`config.mk`:
```
export PLATFORM = sky130hd
export DESIGN_NAME = template_match_classifier
export DESIGN_NICKNAME = d
export VERILOG_FILES = /design/src/rtl/template_match_classifier.sv
export SDC_FILE = /design/constraint.sdc
export NUM_CORES = 1
export LEC_CHECK = 0
export CAP_MARGIN = 20
export CORE_MARGIN = 2
export CORE_UTILIZATION = 42
export CTS_CLUSTER_SIZE = 28
export DETAILED_ROUTE_END_ITERATION = 12
export SETUP_SLACK_MARGIN = 0.2
export SYNTH_ARGS = -nofsm -noshare
export SYNTH_HDL_FRONTEND = slang
export SYNTH_SLANG_ARGS = --single-unit
```
`constraint.sdc`:
```
create_clock -name clk -period 3.6 [get_ports clk]
set_input_delay 0.72 -clock clk [delete_from_list [all_inputs] [get_ports clk]]
set_output_delay 0.72 -clock clk [all_outputs]
set_load 0.05 [all_outputs]
```
`src/rtl/template_match_classifier.sv`:
```
// rtl/template_match_classifier.sv - serial template distance accumulator and minimum-score digit classifier
//
// Accumulates PIXELS difference pixels per template into a distance score,
// keeps the lowest score (ties keep the lower template index) over
// NUM_TEMPLATES templates, and reports the winner with a one-cycle pulse.
//
// Optional feature macro: REJECT_THRESHOLD_EN
//   defined   : digit reports 4'hF when the best score exceeds REJECT_THRESH
//   undefined : digit is always the best template index
//
// Ports:
//   clk          in   system clock, rising edge
//   reset        in   synchronous active-high reset, aborts any classification
//   start        in   one-cycle request, honoured only when idle
//   diff_valid   in   diff_data valid this cycle
//   diff_data    in   DATA_W difference pixel, row-major, template by template
//   diff_ready   out  block accepts a beat (transfer = diff_valid && diff_ready)
//   busy         out  classification in progress
//   result_valid out  one-cycle pulse, digit/min_sum valid
//   digit        out  4-bit winning template index (4'hF = reject)
//   min_sum      out  SUM_W score of the winning template
module template_match_classifier #(
   parameter int PIXELS        = 121,
   parameter int NUM_TEMPLATES = 10,
   parameter int DATA_W        = 8,
   parameter int SUM_W         = 16,
   parameter int REJECT_THRESH = 4000
) (
   input  logic              clk,
   input  logic              reset,
   input  logic              start,
   input  logic              diff_valid,
   input  logic [DATA_W-1:0] diff_data,
   output logic              diff_ready,
   output logic              busy,
   output logic              result_valid,
   output logic [3:0]        digit,
   output logic [SUM_W-1:0]  min_sum
);

`ifdef REJECT_THRESHOLD_EN
   localparam bit REJECT_EN = 1'b1;
`else
   localparam bit REJECT_EN = 1'b0;
`endif

   localparam int               CNT_W    = $clog2(PIXELS + 1);
   localparam logic [CNT_W-1:0] LAST_PIX = CNT_W'(PIXELS - 1);
   localparam logic [3:0]       LAST_T   = 4'(NUM_TEMPLATES - 1);
   localparam logic [SUM_W-1:0] THRESH   = SUM_W'(REJECT_THRESH);

   typedef enum logic [1:0] {
      IDLE    = 2'd0,
      ACCUM   = 2'd1,
      COMPARE = 2'd2,
      DONE    = 2'd3
   } state_t;

   state_t            state;
   logic [SUM_W-1:0]  acc;
   logic [CNT_W-1:0]  pix_cnt;
   logic [3:0]        tmpl_idx;
   logic [SUM_W-1:0]  best_sum;
   logic [3:0]        best_idx;

   logic              better;
   logic [SUM_W-1:0]  nb_sum;
   logic [3:0]        nb_idx;
   logic [SUM_W-1:0]  pix_ext;

   assign pix_ext = {{(SUM_W-DATA_W){1'b0}}, diff_data};

   // Candidate best after the current template; strict less-than keeps the
   // earlier (lower) index on ties.
   always_comb begin
      better = 1'b0;
      nb_sum = best_sum;
      nb_idx = best_idx;
      if (acc < best_sum) begin
         better = 1'b1;
         nb_sum = acc;
         nb_idx = tmpl_idx;
      end
   end

   always_ff @(posedge clk) begin
      if (reset) begin
         state        <= IDLE;
         diff_ready   <= 1'b0;
         busy         <= 1'b0;
         result_valid <= 1'b0;
         digit        <= 4'd0;
         min_sum      <= '0;
         acc          <= '0;
         pix_cnt      <= '0;
         tmpl_idx     <= 4'd0;
         best_sum     <= '1;
         best_idx     <= 4'd0;
      end else begin
         case (state)
            IDLE: begin
               result_valid <= 1'b0;
               if (start) begin
                  state      <= ACCUM;
                  diff_ready <= 1'b1;
                  busy       <= 1'b1;
                  acc        <= '0;
                  pix_cnt    <= '0;
                  tmpl_idx   <= 4'd0;
                  best_sum   <= '1;
                  best_idx   <= 4'd0;
               end
            end

            ACCUM: begin
               // diff_ready is high throughout ACCUM, so a valid beat transfers.
               if (diff_valid) begin
                  acc     <= acc + pix_ext;
                  pix_cnt <= pix_cnt + 1'b1;
                  if (pix_cnt == LAST_PIX) begin
                     state      <= COMPARE;
                     diff_ready <= 1'b0;
                  end
               end
            end

            COMPARE: begin
               best_sum <= nb_sum;
               best_idx <= nb_idx;
               acc      <= '0;
               pix_cnt  <= '0;
               if (tmpl_idx == LAST_T) begin
                  // Result registers load here so they are valid in DONE.
                  state        <= DONE;
                  result_valid <= 1'b1;
                  busy         <= 1'b0;
                  min_sum      <= nb_sum;
                  digit        <= (REJECT_EN && (nb_sum > THRESH)) ? 4'hF : nb_idx;
               end else begin
                  state      <= ACCUM;
                  tmpl_idx   <= tmpl_idx + 1'b1;
                  diff_ready <= 1'b1;
               end
            end

            DONE: begin
               result_valid <= 1'b0;
               state        <= IDLE;
            end

            default: begin
               state        <= IDLE;
               diff_ready   <= 1'b0;
               busy         <= 1'b0;
               result_valid <= 1'b0;
            end
         endcase
      end
   end

   logic unused_better;
   assign unused_better = better;

endmodule

```
==> results.json, run 1 <==
{
  "status": "finished clean",
  "grt_usage_pct": 20.42,
  "grt_overflow_total": 0,
  "grt_max_degree": 40,
  "ant_nets": 0,
  "synth_cells": 496,
  "drcViolationCount": 0,
  "setup_viol": 0,
  "fmax_ghz": 0.3543,
  "clk_latency_ns": 0.36,
  "viasPerCell": 5.624,
  "p_int_w": 0.001611,
  "hold_violations": 0,
  "irDropWorstVdd_mv": 0.2983,
  "fin_setup_tns_ns": 0,
  "ioPinCount": 35,
  "vias": 3695,
  "drive_gt1_share_pct": 7.634,
  "core_um2": 9684,
  "synth_fp_nets": 540,
  "drt-pass1-iter-count": 4,
  "cts.sinks": 72,
  "place_congestion": 0.8395,
  "setup.worst_path.end_class": "register",
  "synthesis.area_um2": 4149,
  "final_nets": 563,
  "synth_flop_cell": "dfxtp_1",
  "htree_levels": 3,
  "combPwrFrac_pct": 37.9,
  "wire_per_inst_um": 15.52,
  "path_class": "in2reg",
  "maxCapViolCount": 0,
  "synth_warnings": 0,
  "root_buffer": "clkbuf_8",
  "period_needed_ns": 2.823,
  "rsz0062_at_grt": "no",
  "grt_antenna_before_repair": 0,
  "ys_types": 61,
  "tightest_slew_ns": 0.7710,
  "cts_made_buffers": 9,
  "hpwl_um": 7073,
  "crit_required_ns": 3.85,
  "portBuffers": 34,
  "critPathMaxFanout": 8,
  "power.share.clock_pct": 22.5,
  "cp-start-kind": "input pin",
  "ys_seq_area_share_pct": 34.74,
  "cts_buffer_depth": 2,
  "clk_pin_slew_ns": 0.09,
  "drtIter0Drc": 162,
  "ys_ff_latch": 72,
  "async_flop_share_pct": 0,
  "setup_slack_ns": 0.7774,
  "min_path_type": "reg2reg",
  "syn_to_final_growth_pct": 14.66,
  "grt_pass1_vias": 3478,
  "cts_hold_buffers": 0,
  "sw_frac_of_total_pct": 40.02,
  "switching_power_w": 0.001074,
  "dieArea_um2": 10690,
  "cts_setup_buffers": 0,
  "cts_tree": "built",
  "p_leak_nw": 1.992,
  "power_density_nw_per_um2": 564.4,
  "grt_pass1_wl_um": 17040,
  "pre_cts_slack_ns": 0.4232,
  "totalWireLength_um": 10200,
  "fin_worst_skew_ns": 0.01362,
  "fin_crit_sh_pct": 78.41,
  "dieHeight_um": 103.4,
  "avgSynthCellArea_um2": 8.365,
  "synth_edf_count": 0,
  "post_cts_resized": 0,
  "rows": 36,
  "die_w_um": 103.4,
  "maxSlewHeadroom_pct": 48.36,
  "seq_power_share_pct": 39.6,
  "finalMaxSlewViolations": 0,
  "worst_ep_arrival_time_ns": 3.07,
  "antennaDiodeCount": 0,
  "initial_core_util_pct": 42.84
}
## synth_stat cells (5+ instances only)
cell       instances  area (um2)
dfxtp_1           72        1441
nor2_1            52       195.2
nand2_1           33       123.9
o21ai_0           33       165.2
ha_1              31       387.9
nand4_1           28       175.2
inv_1             26       97.59
a21oi_1           25       125.1
a31oi_1           24       150.1
clkbuf_1          19       71.32
o31ai_1           18       135.1
mux2i_1           17       170.2
nand3_1           13       65.06
xor2_1             6       52.55
a21o_1             5       37.54
nor3_1             5       25.02
o2111ai_1          5       43.79
## worst paths after layout
kind,startpoint,cells after the start,to,slack [ns]
hold / removal,best_sum[3],2,min_sum[3],0.48
hold reg to reg,best_sum[3],2,min_sum[3],0.48
setup reg to reg,acc[13],6,best_idx[0],0.87
setup / recovery,diff_data[0],9,acc[14],0.78
## metrics by stage
stage	instance area (um2)	instances	util, %	hold WS, ns	power, W
4_1_cts	4757	657	49.12	0.4847	0.002705
5_1_grt	4757	657	49.12	0.5044	0.002900
2_1_floorplan	4149	496	-	0.4474	0.001850
6_report	4757	657	49.12	0.4830	0.002685
3_5_place_dp	4576	641	47.25	0.4716	0.002101
3_3_place_gp	4576	641	47.25	0.4696	0.002076
## kinds of logic (layout without fill, tap and decap cells)
kind of cell             count (synthesis)  in the layout  synth area share [%]
buffers and inverters                   60             88                 6.453
AND/OR/NAND/NOR                        168            168                 21.35
XOR/XNOR                                 9              9                 1.900
AO/OA/AOI/OAI                          138            138                 21.62
flip-flops                              72             72                 34.74
multiplexers                            17             17                 4.101
adder cells (fa/ha/maj)                 32             32                 9.831
## worst max-delay path, cell delays in order
cell	delay, ns
clkdlybuf4s50_1	0.46
ha_1	0.17
inv_1	0.05
fa_1	0.39
nor2b_1	0.18
o2111ai_1	0.16
a31oi_1	0.51
a31oi_1	0.17
a41o_1	0.24
## cell usage in the layout (no fill, tap or decap), types with 3 or more instances in the layout
master / n
nand4_1: 28
xor2_1: 6
nand2_1: 33
nand2b_1: 4
clkbuf_8: 10
a41o_1: 3
o2111ai_1: 5
a21oi_1: 25
nor3_1: 5
inv_1: 26
a31oi_1: 24
a22o_1: 4
nor2_1: 52
nand3_1: 13
ha_1: 31
o31ai_1: 18
a21o_1: 5
o21a_1: 3
a22oi_1: 3
clkdlybuf4s50_1: 34
and2_1: 3
nor2b_1: 3
and4_1: 3
dfxtp_1: 72
or3_1: 3
xnor2_1: 3
nand4b_1: 3
o21ai_0: 32
mux2i_1: 17
buf_4: 11
## power by group through the flow
| stage | Clock [W] | Combinational [W] | Sequential [W] |
|---|---|---|---|
| 6_report | 0.000605 | 0.00102 | 0.00106 |
| 3_3_place_gp | 0 | 0.000998 | 0.00108 |
| 5_1_grt | 0.000654 | 0.00116 | 0.00109 |
| 3_5_place_dp | 0 | 0.00102 | 0.00108 |
| 4_1_cts | 0.000620 | 0.00102 | 0.00106 |
| 2_1_floorplan | 0 | 0.000782 | 0.00107 |
## area by class of cell
class                      count  area, um2
multi-input combinational    364       2444
sequential                    72       1441
timing repair buffer          45      422.9
inverter                      27      101.3
clock buffer                  10      137.6
clock inverter                 6      43.79
tap                          133      166.4
fill                         936       4927
## sequential cells by signal (all words and copies together), names as in the netlist
register	cells
best_idx	4
result_valid	1
digit	4
tmpl_idx	4
busy	1
min_sum	16
diff_ready	1
best_sum	16
pix_cnt	7
state	2
acc	16
## metal layers
layer | vias to the layer above | GRT usage (%) | part of all wire [%]
li1 | 1876 | - | -
met1 | 1695 | 28.31 | 48
met2 | 105 | 32.01 | 46
met3 | 19 | 3.831 | 4.8
met4 | 0 | 6.781 | 1.5
met5 | - | 0 | 0
(Power assumes the default switching activity.)
==> run 2: changes to the inputs <==
==> constraint.sdc (replaced) <==
create_clock -name clk -period 2.7 [get_ports clk]
set_input_delay 0.54 -clock clk [delete_from_list [all_inputs] [get_ports clk]]
set_output_delay 0.54 -clock clk [all_outputs]
set_load 0.05 [all_outputs]
==> run 2 against run 1 <==
Effect of this change: register-to-register slack got worse by 0.46 ns; first-iteration DRC count is 4.9% lower; sequential power increased by 34%; design area rose by 4.9%; critical path depth increased by 1; sequential share of layout area down 1.4 points; worst setup slack worse by 0.43 ns; clock-buffer cell count down 1; final cell count grew 3.3%.
==> results.json, run 2 (same netlist as run 1, synthesis figures left out) <==
{
  "fmax_ghz": 0.4242,
  "endpoint": "acc[12]",
  "highest_layer": "met4",
  "syn_to_final_growth_pct": 20.30,
  "cp-start-kind": "input pin",
  "period_needed_ns": 2.357,
  "hpwl_um": 7586,
  "power_w": 0.003867,
  "vias": 3794,
  "cts.sinks": 72,
  "wire_per_inst_um": 15.43,
  "cts_made_buffers": 9,
  "antennaDiodeCount": 0,
  "clk_pin_slew_ns": 0.08,
  "grt_overflow_total": 0,
  "r2r_slack_ns": 0.41,
  "setup.worst_path.end_class": "register",
  "route.met3.wl_um": 465,
  "core_um2": 9684,
  "maxCapViolCount": 0,
  "worst_ep_arrival_time_ns": 2.61,
  "clk_latency_ns": 0.36,
  "rsz0062_at_grt": "no",
  "grt_usage_pct": 21.01,
  "cts_tree": "built",
  "fin_setup_tns_ns": 0,
  "power_density_nw_per_um2": 774.8,
  "drive_gt1_share_pct": 12.09,
  "dpl_cell_area_um2": 4711,
  "irDropWorstVdd_mv": 0.3683,
  "drt-pass1-iter-count": 5,
  "htree_levels": 3,
  "final_cell_mix": "dfxtp_1 (72), nor2_1 (52), clkdlybuf4s50_1 (34), nand2_1 (33)",
  "dieArea_um2": 10690,
  "hold_violations": 0,
  "finalMaxSlewViolations": 0,
  "portBuffers": 34,
  "met1_length_um": 5270,
  "fin_worst_skew_ns": 0.007664,
  "viasPerCell": 5.588,
  "rr_startpoint": "best_sum[11]",
  "place_congestion": 0.8546,
  "maxSlewHeadroom_pct": 49.58,
  "root_buffer": "clkbuf_8",
  "final_nets": 585,
  "cp-startpoint": "diff_data[0]",
  "rr_endpoint": "best_idx[0]",
  "drtIter0Drc": 154,
  "cts_buffer_depth": 2,
  "initial_core_util_pct": 42.84,
  "p_leak_nw": 2.135,
  "whs_ns": 0.4842,
  "fin_area_um2": 4991,
  "grt_pass1_vias": 3517,
  "crit_required_ns": 2.95,
  "cts_hold_buffers": 0,
  "setup_viol": 0,
  "min_path_type": "reg2reg",
  "tightest_slew_ns": 0.7513,
  "wl_met2_um": 4586,
  "top_regs": "acc x16, best_sum x16, min_sum x16",
  "critPathMaxFanout": 8,
  "drcViolationCount": 0,
  "r2r_cells": 7,
  "grt_max_degree": 40,
  "fin_crit_sh_pct": 87.30,
  "grt_pass1_wl_um": 17680,
  "dieHeight_um": 103.4,
  "ant_nets": 0,
  "grt_antenna_before_repair": 0,
  "rows": 36,
  "status": "finished clean",
  "totalWireLength_um": 10470,
  "ioPinCount": 35,
  "die_w_um": 103.4,
  "final_common_cell": "dfxtp_1",
  "path_class": "in2reg"
}
==> run 2: power by group <==
| group | internal (W) | leakage (nW) | switching (W) | total (W) |
|---|---|---|---|---|
| Clock | 0.000522 | 0.113 | 0.000444 | 0.000966 |
| Combinational | 0.000619 | 1.44 | 0.000864 | 0.00148 |
| Sequential | 0.00124 | 0.585 | 0.000175 | 0.00142 |
==> run 2: area by class of cell <==
cell class	instances	area [um2]
Fill cell	921	4693
Multi-Input combinational cell	364	2461
Sequential cell	72	1441
Timing Repair Buffer	67	600.6
Tap cell	133	166.4
Clock buffer	9	123.9
Inverter	27	101.3
Clock inverter	7	96.34
==> run 2: worst min-delay path by stage <==
stage	from	end	slack, ns	cells after the start
after floorplan	best_idx[2]	digit[2]	0.45	2
after global placement	best_idx[2]	digit[2]	0.47	2
after detailed placement	best_idx[2]	digit[2]	0.47	2
after CTS	digit[2]	digit[2]	0.49	2
after global routing	best_idx[2]	best_idx[2]	0.51	1
final	digit[2]	digit[2]	0.48	2
==> run 2: worst max-delay path: stages <==
cell and delay (ns):
clkdlybuf4s50_1 0.46, ha_1 0.17, inv_1 0.06, fa_2 0.34, nor2b_2 0.15, o2111ai_1 0.14
a31oi_1 0.24, buf_4 0.19, a31oi_1 0.09, a41o_1 0.23
==> run 2: routing by layer <==
metal  track usage (%)  up-vias
li1                  -     1912
met1             30.53     1773
met2             32.06       95
met3             3.562       14
met4             5.870        0
met5                 0        -
==> run 2: repair_timing <==
item                                    CTS  global route
buffers inserted                          0             4
resized for setup                         0             4
endpoints found under the setup margin    0            21
==> run 2: through the flow <==
stage               worst slack [ns]  util (%)  instances
floorplan                     0.4563         -        496
global placement            -0.02247     48.64        659
detailed placement          -0.08774     48.64        659
CTS                           0.2800     50.92        675
global route                  0.2236     51.54        679
finish                        0.3428     51.54        679
==> run 3: changes to the inputs <==
--- a/config.mk
+++ b/config.mk
@@ -7,9 +7,10 @@
 export LEC_CHECK = 0
 export CAP_MARGIN = 20
 export CORE_MARGIN = 2
-export CORE_UTILIZATION = 42
+export CORE_UTILIZATION = 40
 export CTS_CLUSTER_SIZE = 28
 export DETAILED_ROUTE_END_ITERATION = 12
+export HOLD_SLACK_MARGIN = 0.06
 export SETUP_SLACK_MARGIN = 0.2
 export SYNTH_ARGS = -nofsm -noshare
 export SYNTH_HDL_FRONTEND = slang
==> run 3 against run 2 <==
Effect of this change: non-clock buffer count decreased by 4; global-route usage decreased by 1.8 points; final cell count decreased by 0.15%; clock-buffer cell count unchanged; critical path depth unchanged; highest routed layer unchanged.
==> results.json, run 3 (same netlist as run 1, synthesis figures left out) <==
{
  "irDropWorstVdd_mv": 0.3808,
  "viasPerCell": 5.575,
  "power.share.clock_pct": 26.8,
  "min_path_type": "reg2reg",
  "maxCapViolCount": 0,
  "drt-pass1-iter-count": 4,
  "seq_power_share_pct": 36.2,
  "fin_crit_sh_pct": 88.75,
  "core_um2": 10180,
  "root_buffer": "clkbuf_8",
  "path_class": "in2reg",
  "grt_pass1_vias": 3459,
  "dieArea_um2": 11200,
  "hold_violations": 0,
  "power_w": 0.003914,
  "setup.worst_path.end_class": "register",
  "maxSlewHeadroom_pct": 47.41,
  "final_cell_mix": "dfxtp_1 (72), nor2_1 (52), clkdlybuf4s50_1 (34), nand2_1 (33), o21ai_0 (32)",
  "status": "finished clean",
  "rows": 37,
  "cpMostUsedCell": "a31oi_1",
  "cts_setup_buffers": 0,
  "critPathMaxFanout": 8,
  "p_leak_nw": 2.122,
  "drtIter0Drc": 168,
  "ant_nets": 0,
  "top_regs": "acc x16, best_sum x16, min_sum x16",
  "grt_pass1_wl_um": 17220,
  "fin_worst_skew_ns": 0.01321,
  "critical_path.cell_chain": "clkdlybuf4s50_1, ha_1, inv_1, fa_1, nor2b_1, o2111ai_1, a31oi_1, buf_4, a31oi_1, a41o_1",
  "combPwrFrac_pct": 37.0,
  "initial_core_util_pct": 40.74,
  "hpwl_um": 7692,
  "final_common_cell": "dfxtp_1",
  "dieHeight_um": 105.8,
  "sw_frac_of_total_pct": 37.47,
  "grt_antenna_before_repair": 0,
  "drive_gt1_share_pct": 11.07,
  "totalWireLength_um": 10410,
  "cts_buffer_depth": 2,
  "grt_overflow_total": 0,
  "tightest_slew_ns": 0.7836,
  "register_area_um2": 1441,
  "place_congestion": 0.8683,
  "power_density_nw_per_um2": 785.3,
  "cts_made_buffers": 9,
  "cts.sinks": 72,
  "grt_max_degree": 40,
  "cp-start-kind": "input pin",
  "hp-start": "digit[2]",
  "vias": 3780,
  "whs_ns": 0.4739,
  "cts_tree": "built",
  "die_w_um": 105.8,
  "final_nets": 581,
  "htree_levels": 3,
  "cpPeakStageDelay_ns": 0.46,
  "syn_to_final_growth_pct": 20.11,
  "fmax_ghz": 0.4173,
  "cp-startpoint": "diff_data[0]",
  "drcViolationCount": 0,
  "rr_startpoint": "best_sum[15]",
  "clk_pin_slew_ns": 0.09,
  "hold_depth": 2,
  "endpoint": "acc[12]",
  "wire_per_inst_um": 15.35,
  "rr_endpoint": "best_idx[1]",
  "setup_viol": 0,
  "switching_power_w": 0.001466,
  "crit_required_ns": 2.95,
  "fillCellCount": 998,
  "clk_latency_ns": 0.36,
  "p_int_w": 0.002447,
  "finalMaxSlewViolations": 0,
  "period_needed_ns": 2.396,
  "slowest_stage": "clkdlybuf4s50_1",
  "r2r_slack_ns": 0.43,
  "rsz0062_at_grt": "no",
  "worst_ep_arrival_time_ns": 2.65,
  "r2r_cells": 7,
  "ioPinCount": 35,
  "antennaDiodeCount": 0,
  "multi_input_area_um2": 2456,
  "grt_usage_pct": 19.17,
  "portBuffers": 34
}
## run 3: cell count changes in the layout (fill, tap and decap cells not counted), sizes merged
cell and change:
buf -4, bufinv +1, clkinvlp +1, clkinv -2
## run 3: cell type report
cell class | instances | area share, %
clock inverter | 7 | 2.410
sequential | 72 | 28.92
multi-input combinational | 364 | 49.28
tap | 136 | 3.415
timing repair buffer | 63 | 11.45
clock buffer | 9 | 2.486
inverter | 27 | 2.034
## run 3: routing by layer
metal / vias up / global-route usage (%) / part of all wire (%)
met5: - / 0 / 0
met3: 15 / 3.587 / 4.2
met1: 1759 / 26.65 / 51
met4: 0 / 7.143 / 1.9
li1: 1912 / - / -
met2: 94 / 29.49 / 43
## run 3: power by group through the flow
stage / registers [W] / logic (W) / clock network, W
after global routing: 0.00144 / 0.00161 / 0.00112
after floorplan: 0.00142 / 0.00104 / 0
after CTS: 0.00141 / 0.00145 / 0.00107
after detailed placement: 0.00144 / 0.00144 / 0
after global placement: 0.00144 / 0.00140 / 0
final: 0.00142 / 0.00145 / 0.00105
## run 3: worst max-delay path, delay by kind of cell
| family | cells | cell delay, ns |
|---|---|---|
| buffers and inverters | 3 | 0.71 |
| AOI/OAI and AO/OA | 4 | 0.63 |
| adders and majority gates | 2 | 0.56 |
| and+or+nand+nor | 1 | 0.19 |
## run 3: what timing repair did
action | 4_1_cts | 5_1_grt
hold buffers | 0 | 0
setup endpoints to repair | 1 | 16
gates resized for setup | 1 | 1
hold endpoints to repair | 0 | 0
pin swaps | 0 | 1
## run 3: how the worst min path moves through the flow
stage | to | slack, ns
after floorplan | digit[2] | 0.45
after global placement | digit[2] | 0.46
after detailed placement | digit[2] | 0.47
after CTS | digit[2] | 0.48
after global routing | min_sum[6] | 0.51
final | digit[2] | 0.47
## run 3: metrics by stage
| stage | setup WS (ns) | util, % | area, um2 | TNS (ns) | cells |
|---|---|---|---|---|---|
| 5_1_grt | 0.2346 | 48.93 | 4984 | 0 | 678 |
| 3_5_place_dp | -0.02590 | 46.41 | 4727 | -0.07915 | 662 |
| 6_report | 0.3039 | 48.93 | 4984 | 0 | 678 |
| 4_1_cts | 0.2528 | 48.87 | 4977 | 0 | 678 |
| 2_1_floorplan | 0.4563 | - | 4149 | 0 | 496 |
| 3_3_place_gp | 0.002850 | 46.41 | 4727 | 0 | 662 |
